<file path="config.mk">
export PLATFORM = sky130hd
export DESIGN_NAME = ls_issue_station
export DESIGN_NICKNAME = d
export VERILOG_FILES = /design/src/rtl/ls_pkg.sv /design/src/rtl/ls_operand_wakeup.sv /design/src/rtl/ls_issue_station.sv
export SDC_FILE = /design/constraint.sdc
export NUM_CORES = 1
export LEC_CHECK = 0
export CAP_MARGIN = 20
export CORE_MARGIN = 2
export CORE_UTILIZATION = 29
export CTS_BUF_LIST = sky130_fd_sc_hd__clkbuf_8
export DETAILED_ROUTE_END_ITERATION = 10
export RECOVER_POWER = 50
export SYNTH_ARGS = -nofsm -noshare
export SYNTH_HDL_FRONTEND = slang
export SYNTH_SLANG_ARGS = --single-unit
</file>
<file path="constraint.sdc">
create_clock -name clk -period 21.4 [get_ports clk]
set_clock_uncertainty 0.2 [all_clocks]
set_input_delay 5.35 -clock clk [delete_from_list [all_inputs] [get_ports clk]]
set_output_delay 5.35 -clock clk [all_outputs]
set_load 0.01 [all_outputs]
</file>
<file path="src/rtl/ls_pkg.sv">
// Shared types and sizing for the load/store issue station.
package ls_pkg;
  localparam int DEPTH  = 4;
  localparam int ROB_W  = 4;
  localparam int PREG_W = 6;
  localparam int PTR_W  = $clog2(DEPTH);

  typedef struct packed {
    logic              valid;
    logic              st;
    logic              ld;
    logic [PREG_W-1:0] p_rs;
    logic              rs_rdy;
    logic [31:0]       rs_val;
    logic [PREG_W-1:0] p_rt;
    logic              rt_rdy;
    logic [31:0]       rt_val;
    logic [15:0]       immed;
    logic [ROB_W-1:0]  rob;
    logic [PREG_W-1:0] p_rd;
  } ls_entry_t;

  // Distance of a ROB tag from the current ROB head; larger means younger.
  function automatic logic [ROB_W-1:0] rob_age(input logic [ROB_W-1:0] tag,
                                               input logic [ROB_W-1:0] head);
    logic [ROB_W-1:0] a;
    a = tag - head;
    return a;
  endfunction
endpackage

</file>
<file path="src/rtl/ls_operand_wakeup.sv">
// Single-operand CDB snoop: captures the broadcast value when the tag matches a pending operand.
module ls_operand_wakeup
  import ls_pkg::*;
(
  input  logic              en,
  input  logic              rdy,
  input  logic [PREG_W-1:0] tag,
  input  logic [31:0]       val,
  input  logic              cdb_valid,
  input  logic [PREG_W-1:0] cdb_preg,
  input  logic [31:0]       cdb_data,
  output logic              rdy_nxt,
  output logic [31:0]       val_nxt
);
  logic hit;

  assign hit     = en && !rdy && cdb_valid && (tag == cdb_preg);
  assign rdy_nxt = rdy | hit;
  assign val_nxt = hit ? cdb_data : val;
endmodule

</file>
<file path="src/rtl/ls_issue_station.sv">
// In-order load/store reservation station in front of the store queue.
// Optional LS_STALL_CNT_EN adds a saturating count of cycles lost only to sq_full.
module ls_issue_station
  import ls_pkg::*;
(
  input  logic              clk,
  input  logic              rst,
  input  logic              dispatch,
  input  logic              d_mem_wen,
  input  logic              d_mem_ren,
  input  logic [PREG_W-1:0] d_p_rs,
  input  logic              d_rs_rdy,
  input  logic [31:0]       d_rs_val,
  input  logic [PREG_W-1:0] d_p_rt,
  input  logic              d_rt_rdy,
  input  logic [31:0]       d_rt_val,
  input  logic [15:0]       d_immed,
  input  logic [ROB_W-1:0]  d_rob,
  input  logic [PREG_W-1:0] d_p_rd,
  input  logic              cdb_valid,
  input  logic [PREG_W-1:0] cdb_preg,
  input  logic [31:0]       cdb_data,
  input  logic [ROB_W-1:0]  rob_head,
  input  logic              recover,
  input  logic [ROB_W-1:0]  rec_rob,
  input  logic              stall_hazard,
  input  logic              sq_full,
  output logic              ls_full,
  output logic              issue,
  output logic              mem_wen,
  output logic              mem_ren,
  output logic [31:0]       rs_data,
  output logic [31:0]       rt_data,
  output logic [15:0]       immed,
  output logic [ROB_W-1:0]  rob_out,
`ifdef LS_STALL_CNT_EN
  output logic [15:0]       stall_cnt,
`endif
  output logic [PREG_W-1:0] p_rd_out
);
  localparam logic [PTR_W:0]   CNT_ONE  = (PTR_W+1)'(1);
  localparam logic [PTR_W:0]   CNT_FULL = (PTR_W+1)'(DEPTH);
  localparam logic [PTR_W-1:0] PTR_ONE  = PTR_W'(1);

  ls_entry_t [DEPTH-1:0]        ent;
  logic [PTR_W-1:0]             head, tail;
  logic [PTR_W:0]               count, surv;
  logic [DEPTH-1:0]             rs_rdy_nxt, rt_rdy_nxt, squash;
  logic [DEPTH-1:0][31:0]       rs_val_nxt, rt_val_nxt;
  logic                         d_rs_rdy_w, d_rt_rdy_w;
  logic [31:0]                  d_rs_val_w, d_rt_val_w;
  ls_entry_t                    d_ent;
  logic                         head_rdy, accept;

  for (genvar g = 0; g < DEPTH; g++) begin : g_ent
    ls_operand_wakeup u_rs (
      .en(ent[g].valid), .rdy(ent[g].rs_rdy), .tag(ent[g].p_rs), .val(ent[g].rs_val),
      .cdb_valid(cdb_valid), .cdb_preg(cdb_preg), .cdb_data(cdb_data),
      .rdy_nxt(rs_rdy_nxt[g]), .val_nxt(rs_val_nxt[g])
    );
    ls_operand_wakeup u_rt (
      .en(ent[g].valid), .rdy(ent[g].rt_rdy), .tag(ent[g].p_rt), .val(ent[g].rt_val),
      .cdb_valid(cdb_valid), .cdb_preg(cdb_preg), .cdb_data(cdb_data),
      .rdy_nxt(rt_rdy_nxt[g]), .val_nxt(rt_val_nxt[g])
    );
    assign squash[g] = ent[g].valid &&
                       (rob_age(ent[g].rob, rob_head) >= rob_age(rec_rob, rob_head));
  end

  // Dispatching op snoops the same-cycle CDB so a coincident broadcast is not lost.
  ls_operand_wakeup u_d_rs (
    .en(dispatch), .rdy(d_rs_rdy), .tag(d_p_rs), .val(d_rs_val),
    .cdb_valid(cdb_valid), .cdb_preg(cdb_preg), .cdb_data(cdb_data),
    .rdy_nxt(d_rs_rdy_w), .val_nxt(d_rs_val_w)
  );
  ls_operand_wakeup u_d_rt (
    .en(dispatch), .rdy(d_rt_rdy), .tag(d_p_rt), .val(d_rt_val),
    .cdb_valid(cdb_valid), .cdb_preg(cdb_preg), .cdb_data(cdb_data),
    .rdy_nxt(d_rt_rdy_w), .val_nxt(d_rt_val_w)
  );

  always_comb begin
    d_ent        = '0;
    d_ent.valid  = 1'b1;
    d_ent.st     = d_mem_wen;
    d_ent.ld     = d_mem_ren;
    d_ent.p_rs   = d_p_rs;
    d_ent.rs_rdy = d_rs_rdy_w;
    d_ent.rs_val = d_rs_val_w;
    d_ent.p_rt   = d_p_rt;
    d_ent.rt_rdy = d_rt_rdy_w;
    d_ent.rt_val = d_rt_val_w;
    d_ent.immed  = d_immed;
    d_ent.rob    = d_rob;
    d_ent.p_rd   = d_p_rd;
  end

  always_comb begin
    surv = '0;
    for (int i = 0; i < DEPTH; i++)
      if (ent[i].valid && !squash[i]) surv = surv + CNT_ONE;
  end

  assign ls_full  = (count == CNT_FULL);
  assign accept   = dispatch && !ls_full && !recover;
  assign head_rdy = ent[head].valid && ent[head].rs_rdy && (ent[head].ld || ent[head].rt_rdy);
  assign issue    = head_rdy && !stall_hazard && !recover && !(ent[head].st && sq_full);

  assign mem_wen  = issue & ent[head].st;
  assign mem_ren  = issue & ent[head].ld;
  assign rs_data  = issue ? ent[head].rs_val : '0;
  assign rt_data  = issue ? ent[head].rt_val : '0;
  assign immed    = issue ? ent[head].immed  : '0;
  assign rob_out  = issue ? ent[head].rob    : '0;
  assign p_rd_out = issue ? ent[head].p_rd   : '0;

  always_ff @(posedge clk or posedge rst) begin
    if (rst) begin
      ent   <= '0;
      head  <= '0;
      tail  <= '0;
      count <= '0;
    end else begin
      for (int i = 0; i < DEPTH; i++) begin
        ent[i].rs_rdy <= rs_rdy_nxt[i];
        ent[i].rs_val <= rs_val_nxt[i];
        ent[i].rt_rdy <= rt_rdy_nxt[i];
        ent[i].rt_val <= rt_val_nxt[i];
        if (recover && squash[i]) ent[i].valid <= 1'b0;
      end
      if (recover) begin
        // Program order makes the squashed set a tail suffix, so survivors stay contiguous.
        tail  <= head + surv[PTR_W-1:0];
        count <= surv;
      end else begin
        if (issue) begin
          ent[head].valid <= 1'b0;
          head            <= head + PTR_ONE;
        end
        if (accept) begin
          ent[tail] <= d_ent;
          tail      <= tail + PTR_ONE;
        end
        case ({accept, issue})
          2'b10:   count <= count + CNT_ONE;
          2'b01:   count <= count - CNT_ONE;
          default: count <= count;
        endcase
      end
    end
  end

`ifdef LS_STALL_CNT_EN
  logic [15:0] stall_q;

  always_ff @(posedge clk or posedge rst) begin
    if (rst)
      stall_q <= '0;
    else if (head_rdy && ent[head].st && sq_full && !stall_hazard && !recover &&
             stall_q != 16'hFFFF)
      stall_q <= stall_q + 16'd1;
  end

  assign stall_cnt = stall_q;
`endif
endmodule
</file>
* Word-level counts from Yosys, hierarchy flattened
Index checks and enable logic that the tools add are counted.
** Operators by class
- Mux-type cells :: 39
- Eq/ne operators :: 13
- Reductions and logical operators :: 74
- Bitwise gates (word level) :: 13
- Add/sub/neg operators :: 13
- Magnitude comparators :: 8
** Operators with widths (number)
- $mux 428 :: 4
- $bwmux 428 :: 2
- $demux 107 s2 :: 2
- $mux 32 :: 12
- $mux 107 :: 3
- $bmux 107 s2 :: 1
- $eq 6x6->1 :: 10
- $logic_and 1x1->1 :: 52
- $sub 4x4->4 :: 5
- $logic_not 1->1 :: 18
- $ge 4x4->1 :: 4
- $mux 16 :: 1
- $add 3x1->3 const B :: 4
- $mux 3 :: 4
- $or 1x1->1 :: 10
- $lt 2x3->1 const B :: 2
- $mux 6 :: 1
- $pmux 3 s2 :: 1
- $mux 1 :: 5
- $add 2x1->2 const B :: 2
- $ge 2x1->1 const B :: 2
- $mux 2 :: 2
- $mux 4 :: 1
- $eq 3x3->1 const B :: 1
- other kinds (10) :: 11
** Word-level totals
- Input port bits :: 159
- Output and inout bits :: 94
- Bits in registers :: 435

* Longest topological paths before layout
Gate-level depths: netlist of run 1.
- Depth in word-level cells :: 14
- Depth in mapped cells :: 20
- Mapped depth without buffers :: 20

* By module
A second synthesis of run 1 with hierarchy kept.
** Unflattened totals
- Cell total of the unflattened synthesis :: 1771
- Area total of the unflattened synthesis :: 26208.9 um^2
** By module, submodules not included
- ls_issue_station :: area each 20265.7 um^2, cells each 1321, seq. area each 10885.4 um^2, instances 1
- ls_operand_wakeup :: area each 594.3 um^2, cells each 45, seq. area each 0.0 um^2, instances 10

* Worst setup path after synthesis of run 1
Ideal clock, no wire load.
- Path kind :: input port to output port
- Start point :: in recover
- End point :: out immed[0]
- Arrival time :: 6.347 ns
- Setup slack :: 9.503 ns
- Stages on the path :: 5
- Path buffers :: 2
- Cell sequence :: nor2_1 > nand4_1 > clkbuf_1 > clkbuf_1 > nor2b_1
** Between the ends
- Word-level cells in the longest chain between the ends :: 4
** Ends and longest elaborated chain
- start, declared :: RTL line ls_issue_station.sv:24 : input logic recover,
- $logic_not 1->1 :: RTL line ls_issue_station.sv:107 : assign issue = head_rdy && !stall_hazard && !recover && !(ent[head].st && sq_full);
- $logic_and 1x1->1 (2 in series) :: RTL line ls_issue_station.sv:107
- $mux 16 :: RTL line ls_issue_station.sv:113 : assign immed = issue ? ent[head].immed : '0;
- end, declared :: RTL line ls_issue_station.sv:34 : output logic [15:0] immed,
No other way between the ends.

* Worst setup path in the final report of run 1
- Start point :: in recover
- End point :: out mem_wen
** Between the ends
- Word-level cells in the longest chain between the ends :: 4
** Ends and longest elaborated chain
- $logic_not 1->1 :: RTL line ls_issue_station.sv:107
- $logic_and 1x1->1 (2 in series) :: RTL line ls_issue_station.sv:107
- $and 1x1->1 :: RTL line ls_issue_station.sv:109 : assign mem_wen = issue & ent[head].st;
- end, declared :: RTL line ls_issue_station.sv:30 : output logic mem_wen,
No other way between the ends.

==> results.json, run 1 <==
{
  "setup_viol": 0,
  "worst_pin_slew_ns": 6.05,
  "multiInputGateArea_um2": 10200,
  "cts_sinks": 435,
  "internal_power_mw": 2.41,
  "number_of_different_library_cells_in_the_post_synthesis_netlist": 61,
  "die_outline_width_um": 279,
  "timing.fmax_mhz": 71.8,
  "clockRootBuffer": "clkbuf_8",
  "power.share.sequential_pct": 39.2,
  "finish.net_count": 2583,
  "route.vias.total": 18500,
  "maximum_number_of_pins_on_one_net_before_global_route_repair": 132,
  "clkSlewWorstSetupHoldPaths_ns": 0.06,
  "placeableCoreArea_um2": 74600,
  "final_layout_size_suffix_gt1_share_pct": 13.2,
  "initial_utilization_pct": 29.4,
  "combPwrFrac_pct": 39.4,
  "final_worst_setup_slack_ns": 7.48,
  "timing.reg2reg.worst_path_depth": 19,
  "power.share.switching_pct": 36.0,
  "cts_tree": "yes",
  "async_flop_share_pct": 100,
  "yosysSeqAreaShare_pct": 49.7,
  "drt_pre_antenna_iters": 5,
  "place.port_buffers": 252,
  "critical_path.max_fanout": 93,
  "worst_slew_margin_rel_pct": -303,
  "finalWirelength_um": 77400,
  "post-layout-total-power_mw": 3.76,
  "floorplan_die_height_um": 279,
  "setup_tns_ns": 0,
  "failed_checks": "capacitance limit, slew limit",
  "cts_resized": 0,
  "p_switching_mw": 1.36,
  "final_cell_count_no_fill": 3418,
  "gate_family_responsible_for_the_most_delay_along_the_worst_path": "buffers and inverters",
  "global_route_wire_length_before_repair_um": 118000,
  "route.detailed.drc": 0,
  "post_cts.repair.setup_buffers": 0,
  "placement_rows": 100,
  "max_stage_delay_on_crit_path_ns": 0.73,
  "most_numerous_cell_in_the_yosys_netlist": "dfrtp_1",
  "ys_dominant_reg_cell": "dfrtp_1",
  "first_global_vias": 19400,
  "critPathKind": "primary input to primary output",
  "drt-wirelength-per-cell_um": 22.6,
  "numCtsBuffers": 80,
  "unrepaired_setup_endpoints_after_global_routing": "false",
  "clock_insertion_delay_worst_skew_ns": 0.66,
  "fillerInstances": 7374,
  "max_cap_violations": 10,
  "place.gp.congestion": 0.799,
  "postSynthCellCount": 2164,
  "design.portCount": 253,
  "synth.net_count": 2364,
  "cts.htree.levels": 3,
  "p_clk_share_pct": 21.5,
  "antenna_left": 0,
  "synth_area_per_cell_um2": 10.1,
  "report.final.slew_viol_count": 562,
  "syn_to_final_growth_pct": 23.2,
  "cts_hold_buffers": 0,
  "sequential_cell_area_um2": 10900,
  "synth_enable_flop_cells": 0,
  "post-place-ws_ns": 7.24,
  "number_of_buffers_and_inverters_on_the_critical_path": 4,
  "ff_latch_count_synth": 435,
  "grt_remaining_overflow": 0,
  "yosys-top-cells-count": "dfrtp_1 (435), nand2_1 (381), o22ai_1 (256)",
  "min_delay_path_depth": 2,
  "setup.reg_to_reg.worst_slack_ns": 16.57,
  "fin_crit_ns": 13.92,
  "yosysWarnings": 0,
  "synth_largest_type_area_fraction_pct": 49.7,
  "worstReg2RegEnd": "tail[1]",
  "final_min_period_over_clock_period_pct": 65.0,
  "pwr_density_cell_nw_per_um2": 140,
  "drt_first_iter_violations": 1588,
  "critical_path_required_ns": 15.85,
  "timing.hold.worst.class": "flop to flop",
  "post-synth-top-area-cell": "dfrtp_1",
  "numPlacedInstances": 3265,
  "clk_path_buf_depth": 3,
  "critical_path.startpoint_type": "primary input",
  "worstSetupEndpointType": "primary output",
  "grt_use_total_pct": 19.7,
  "timing.critical_path.mode_cell": "clkdlybuf4s50_1",
  "detail_route.vias_per_cell": 5.40,
  "antenna_found_initial": 19,
  "power.leakage_nw": 11.1,
  "final_hold_viol_count": 0,
  "dieArea_um2": 77700,
  "syn_std_cell_area_um2": 21900,
  "place.detailed.hpwl_um": 47900,
  "worstPathArrival_ns": 8.37,
  "power.ir.vdd_worst_v": 0.0000542,
  "post_synth_main_area_contributors": "dfrtp_1 (50%), mux4_2 (9.5%), o22ai_1 (7.3%)",
  "crit_chain": "clkdlybuf4s50_1, nor2_1, nand4_1, buf_4, clkinv_1, and2_1, clkdlybuf4s50_1",
  "run_status": "finished, violations left",
  "critical_path.slowest_cell": "clkdlybuf4s50_1"
}
## cell usage in the layout, fill, tap and decap left out, types with 4 or more instances in the layout
master           synthesis  layout
or2_2                    6       6
mux4_2                  92      92
nor3_1                   6       6
nand2_1                381     377
inv_1                   62      83
clkbuf_8                 0     101
maj3_1                   5       5
clkbuf_1               103      11
nand2b_1                 7       7
nand4_1                  5       5
clkdlybuf4s50_1          0     250
nor2_1                 205     206
clkinv_2                 0       9
xnor2_1                 56      56
nor4_1                  10      10
o21ai_2                  0       6
xor2_1                  20      20
nand3_1                 14      14
buf_4                    1      23
o211ai_1                 8       8
ha_1                    35      35
mux2i_1                  6       4
a21oi_1                172     171
o21ai_0                 23      23
nand2_2                  0       4
mux2_2                  50      50
o22ai_1                256     256
o31ai_1                  4       4
fa_1                     6       6
nor2b_1                 93      93
dfrtp_1                435     433
diode_2                  0       9
## power by group through the flow
stage	logic, mW	clock network, mW	registers [mW]
floorplan	1.08	0	1.39
global placement	1.44	0	1.45
detailed placement	1.47	0	1.48
CTS	1.48	0.830	1.47
global route	1.62	0.867	1.52
finish	1.48	0.808	1.48
## stage by stage
| stage | utilization [%] | instance area (um2) | hold slack, ns |
|---|---|---|---|
| floorplan | - | 21900 | 0.240 |
| global placement | 34.0 | 25400 | 0.252 |
| detailed placement | 34.0 | 25400 | 0.257 |
| CTS | 36.2 | 27000 | 0.273 |
| global route | 36.2 | 27000 | 0.294 |
| finish | 36.2 | 27000 | 0.268 |
## logic make-up (layout without fill, tap and decap cells)
family | after synthesis | in the layout | share of synthesized area (%)
simple gates | 748 | 748 | 14.7
compound gates | 496 | 496 | 13.6
flops | 435 | 435 | 49.7
buf+inv | 215 | 491 | 3.85
mux | 148 | 148 | 12.3
xor+xnor | 76 | 76 | 3.04
fa+ha+maj | 46 | 46 | 2.78
other cells | 0 | 9 | 0
## cell type report
class / count / share of cell area [%]
sequential: 435 / 40.4
multi-input combinational: 1514 / 37.9
timing repair buffer: 289 / 10.3
clock buffer: 101 / 5.15
tap: 969 / 4.49
inverter: 63 / 0.881
clock inverter: 38 / 0.802
antenna: 9 / 0.0835
## layer usage
layer / wire length, um / vias up / GRT usage, %
met5: 112 / - / 0
met4: 2690 / 18 / 9.06
met3: 6450 / 189 / 4.97
met2: 35500 / 879 / 30.8
met1: 32600 / 9278 / 25.8
li1: - / 8086 / -
## how the worst max path moves through the flow
stage / start / to / slack (ns) / cells past startpoint
floorplan: rst / asynchronous set/reset pin / 3.73 / 1
global placement: recover / mem_wen / 7.42 / 7
detailed placement: recover / mem_wen / 7.24 / 7
CTS: recover / mem_wen / 7.24 / 7
global route: rst / head[1] / 6.61 / 3
finish: recover / mem_wen / 7.48 / 7
## worst register-to-register path, cell delays in order (launching register included)
cell and delay (ns):
dfrtp_1 0.38, inv_1 0.08, ha_1 0.19, inv_1 0.07, fa_1 0.44, ha_1 0.29, a21oi_1 0.06, maj3_1 0.38
maj3_1 0.37, o211ai_1 0.31, ha_1 0.32, or3_4 0.39, nand2_1 0.12, xnor2_1 0.07, ha_1 0.19, xnor2_1 0.13
and2_1 0.20, nor4b_1 0.14, mux2_2 0.28, a211oi_2 0.15
Power figures use the tool's default switching activity.
==> run 2, diff against run 1 <==
clock period = 14.4 ns   (was 21.4 ns; I/O delays follow)
==> results.json, run 2 (synthesis results as in run 1) <==
{
  "max_cap_violations": 11,
  "critical_path.slowest_cell": "clkbuf_1",
  "antenna_found_initial": 18,
  "worst_pin_slew_ns": 4.13,
  "timing.fmax_mhz": 87.7,
  "drt_first_iter_violations": 1577,
  "power.ir.vdd_worst_v": 0.0000781,
  "clkSlewWorstSetupHoldPaths_ns": 0.06,
  "cts_sinks": 435,
  "clk_path_buf_depth": 3,
  "max_stage_delay_on_crit_path_ns": 2.17,
  "die_outline_width_um": 279,
  "crit_chain": "clkdlybuf4s50_1, nor2_1, nand4_1, clkbuf_1, nor2b_1, clkdlybuf4s50_1",
  "clockRootBuffer": "clkbuf_8",
  "placeableCoreArea_um2": 74600,
  "place.gp.congestion": 0.834,
  "final_min_period_over_clock_period_pct": 79.2,
  "most_common_cell_after_layout_fill_and_taps_aside": "dfrtp_1",
  "antenna_left": 0,
  "cts_tree": "yes",
  "floorplan_die_height_um": 279,
  "unrepaired_setup_endpoints_after_global_routing": "false",
  "final_hold_viol_count": 0,
  "drt-wirelength-per-cell_um": 22.8,
  "numCtsBuffers": 78,
  "sequential_cell_area_um2": 10900,
  "fillerInstances": 7318,
  "route.detailed.drc": 0,
  "critical_path.startpoint_type": "primary input",
  "critical_path.max_fanout": 57,
  "pwr_density_cell_nw_per_um2": 209,
  "finalWirelength_um": 78000,
  "post_cts.repair.setup_buffers": 0,
  "fin_crit_ns": 11.41,
  "setup_tns_ns": 0,
  "place.port_buffers": 252,
  "worstPathArrival_ns": 7.61,
  "syn_to_final_growth_pct": 23.6,
  "failed_checks": "capacitance limit, slew limit",
  "clock_insertion_delay_worst_skew_ns": 0.68,
  "dieArea_um2": 77700,
  "numPlacedInstances": 3265,
  "grt_remaining_overflow": 0,
  "power.leakage_nw": 11.2,
  "cts_hold_buffers": 0,
  "global_route_wire_length_before_repair_um": 118000,
  "cts.htree.levels": 3,
  "design.portCount": 253,
  "report.final.slew_viol_count": 506,
  "most-common-layout-cells": "dfrtp_1 (433), nand2_1 (376), o22ai_1 (256), clkdlybuf4s50_1 (250), nor2_1 (206)",
  "worstSetupEndpointType": "primary output",
  "place.detailed.hpwl_um": 48200,
  "cts_resized": 0,
  "run_status": "finished, violations left",
  "drt_pre_antenna_iters": 6,
  "placement_rows": 100,
  "post-layout-total-power_mw": 5.65,
  "route.vias.total": 18400,
  "critPathKind": "primary input to primary output",
  "timing.hold.worst.class": "flop to flop",
  "initial_utilization_pct": 29.4,
  "first_global_vias": 19400,
  "critical_path_required_ns": 10.60,
  "finish.net_count": 2579,
  "worst_slew_margin_rel_pct": -175,
  "final_layout_size_suffix_gt1_share_pct": 13.2,
  "final_cell_count_no_fill": 3419,
  "multiInputGateArea_um2": 10200,
  "grt_use_total_pct": 19.9,
  "timing.critical_path.mode_cell": "clkdlybuf4s50_1",
  "maximum_number_of_pins_on_one_net_before_global_route_repair": 189,
  "setup_viol": 0,
  "detail_route.vias_per_cell": 5.39
}
run 2: cell count changes in the layout (fill, tap and decap cells not counted), moves of 2 or more:
cell | previous run | this run
clkinv_2 | 9 | 5
buf_2 | 2 | 0
buf_4 | 23 | 21
clkinvlp_4 | 3 | 1
clkbuf_8 | 101 | 106
bufinv_16 | 1 | 3
run 2: final cells by class:
class	instances	area share [%]
flip-flops and latches	435	40.2
multi-input cells	1514	37.8
repair buffers	287	10.2
clock buffers	106	5.39
well taps	969	4.48
clock inverters	35	0.943
inverters	63	0.878
diodes	10	0.0924
run 2: worst max-delay path, delay by kind of cell:
kind,cells,cell delay (ns)
buf+inv,3,3.50
simple gates,3,0.39
run 2: metal layers:
metal	GRT usage, %	wire length, um
met3	6.06	7020
met1	25.4	32300
met2	31.3	36000
met4	8.24	2550
met5	0	112
run 2: power by group:
group,switching [mW],internal (mW),leakage (nW)
Sequential,0.370,1.82,5.07
Combinational,1.09,1.10,5.13
Clock,0.554,0.712,0.964
Total,2.01,3.64,11.2
run 2: final timing paths:
check	from	end	slack [ns]	cells past startpoint
max	recover	rt_data[15]	2.99	6
min	flop	flop	0.27	2
max reg2reg	head[1]	count[2]	8.93	12
min reg2reg	flop	flop	0.27	2
max in group asynchronous	rst	ent[262]	4.49	5
min in group asynchronous	rst	ent[52]	3.09	2
run 2: stage by stage:
stage | hold WS, ns | instance area (um2) | setup slack, ns | utilization [%]
2_1_floorplan | 0.240 | 21900 | 4.72 | -
3_3_place_gp | 0.253 | 25400 | 4.64 | 34.0
3_5_place_dp | 0.258 | 25400 | 4.56 | 34.0
4_1_cts | 0.273 | 27100 | 4.55 | 36.3
5_1_grt | 0.294 | 27100 | 2.71 | 36.3
6_report | 0.271 | 27100 | 2.99 | 36.3
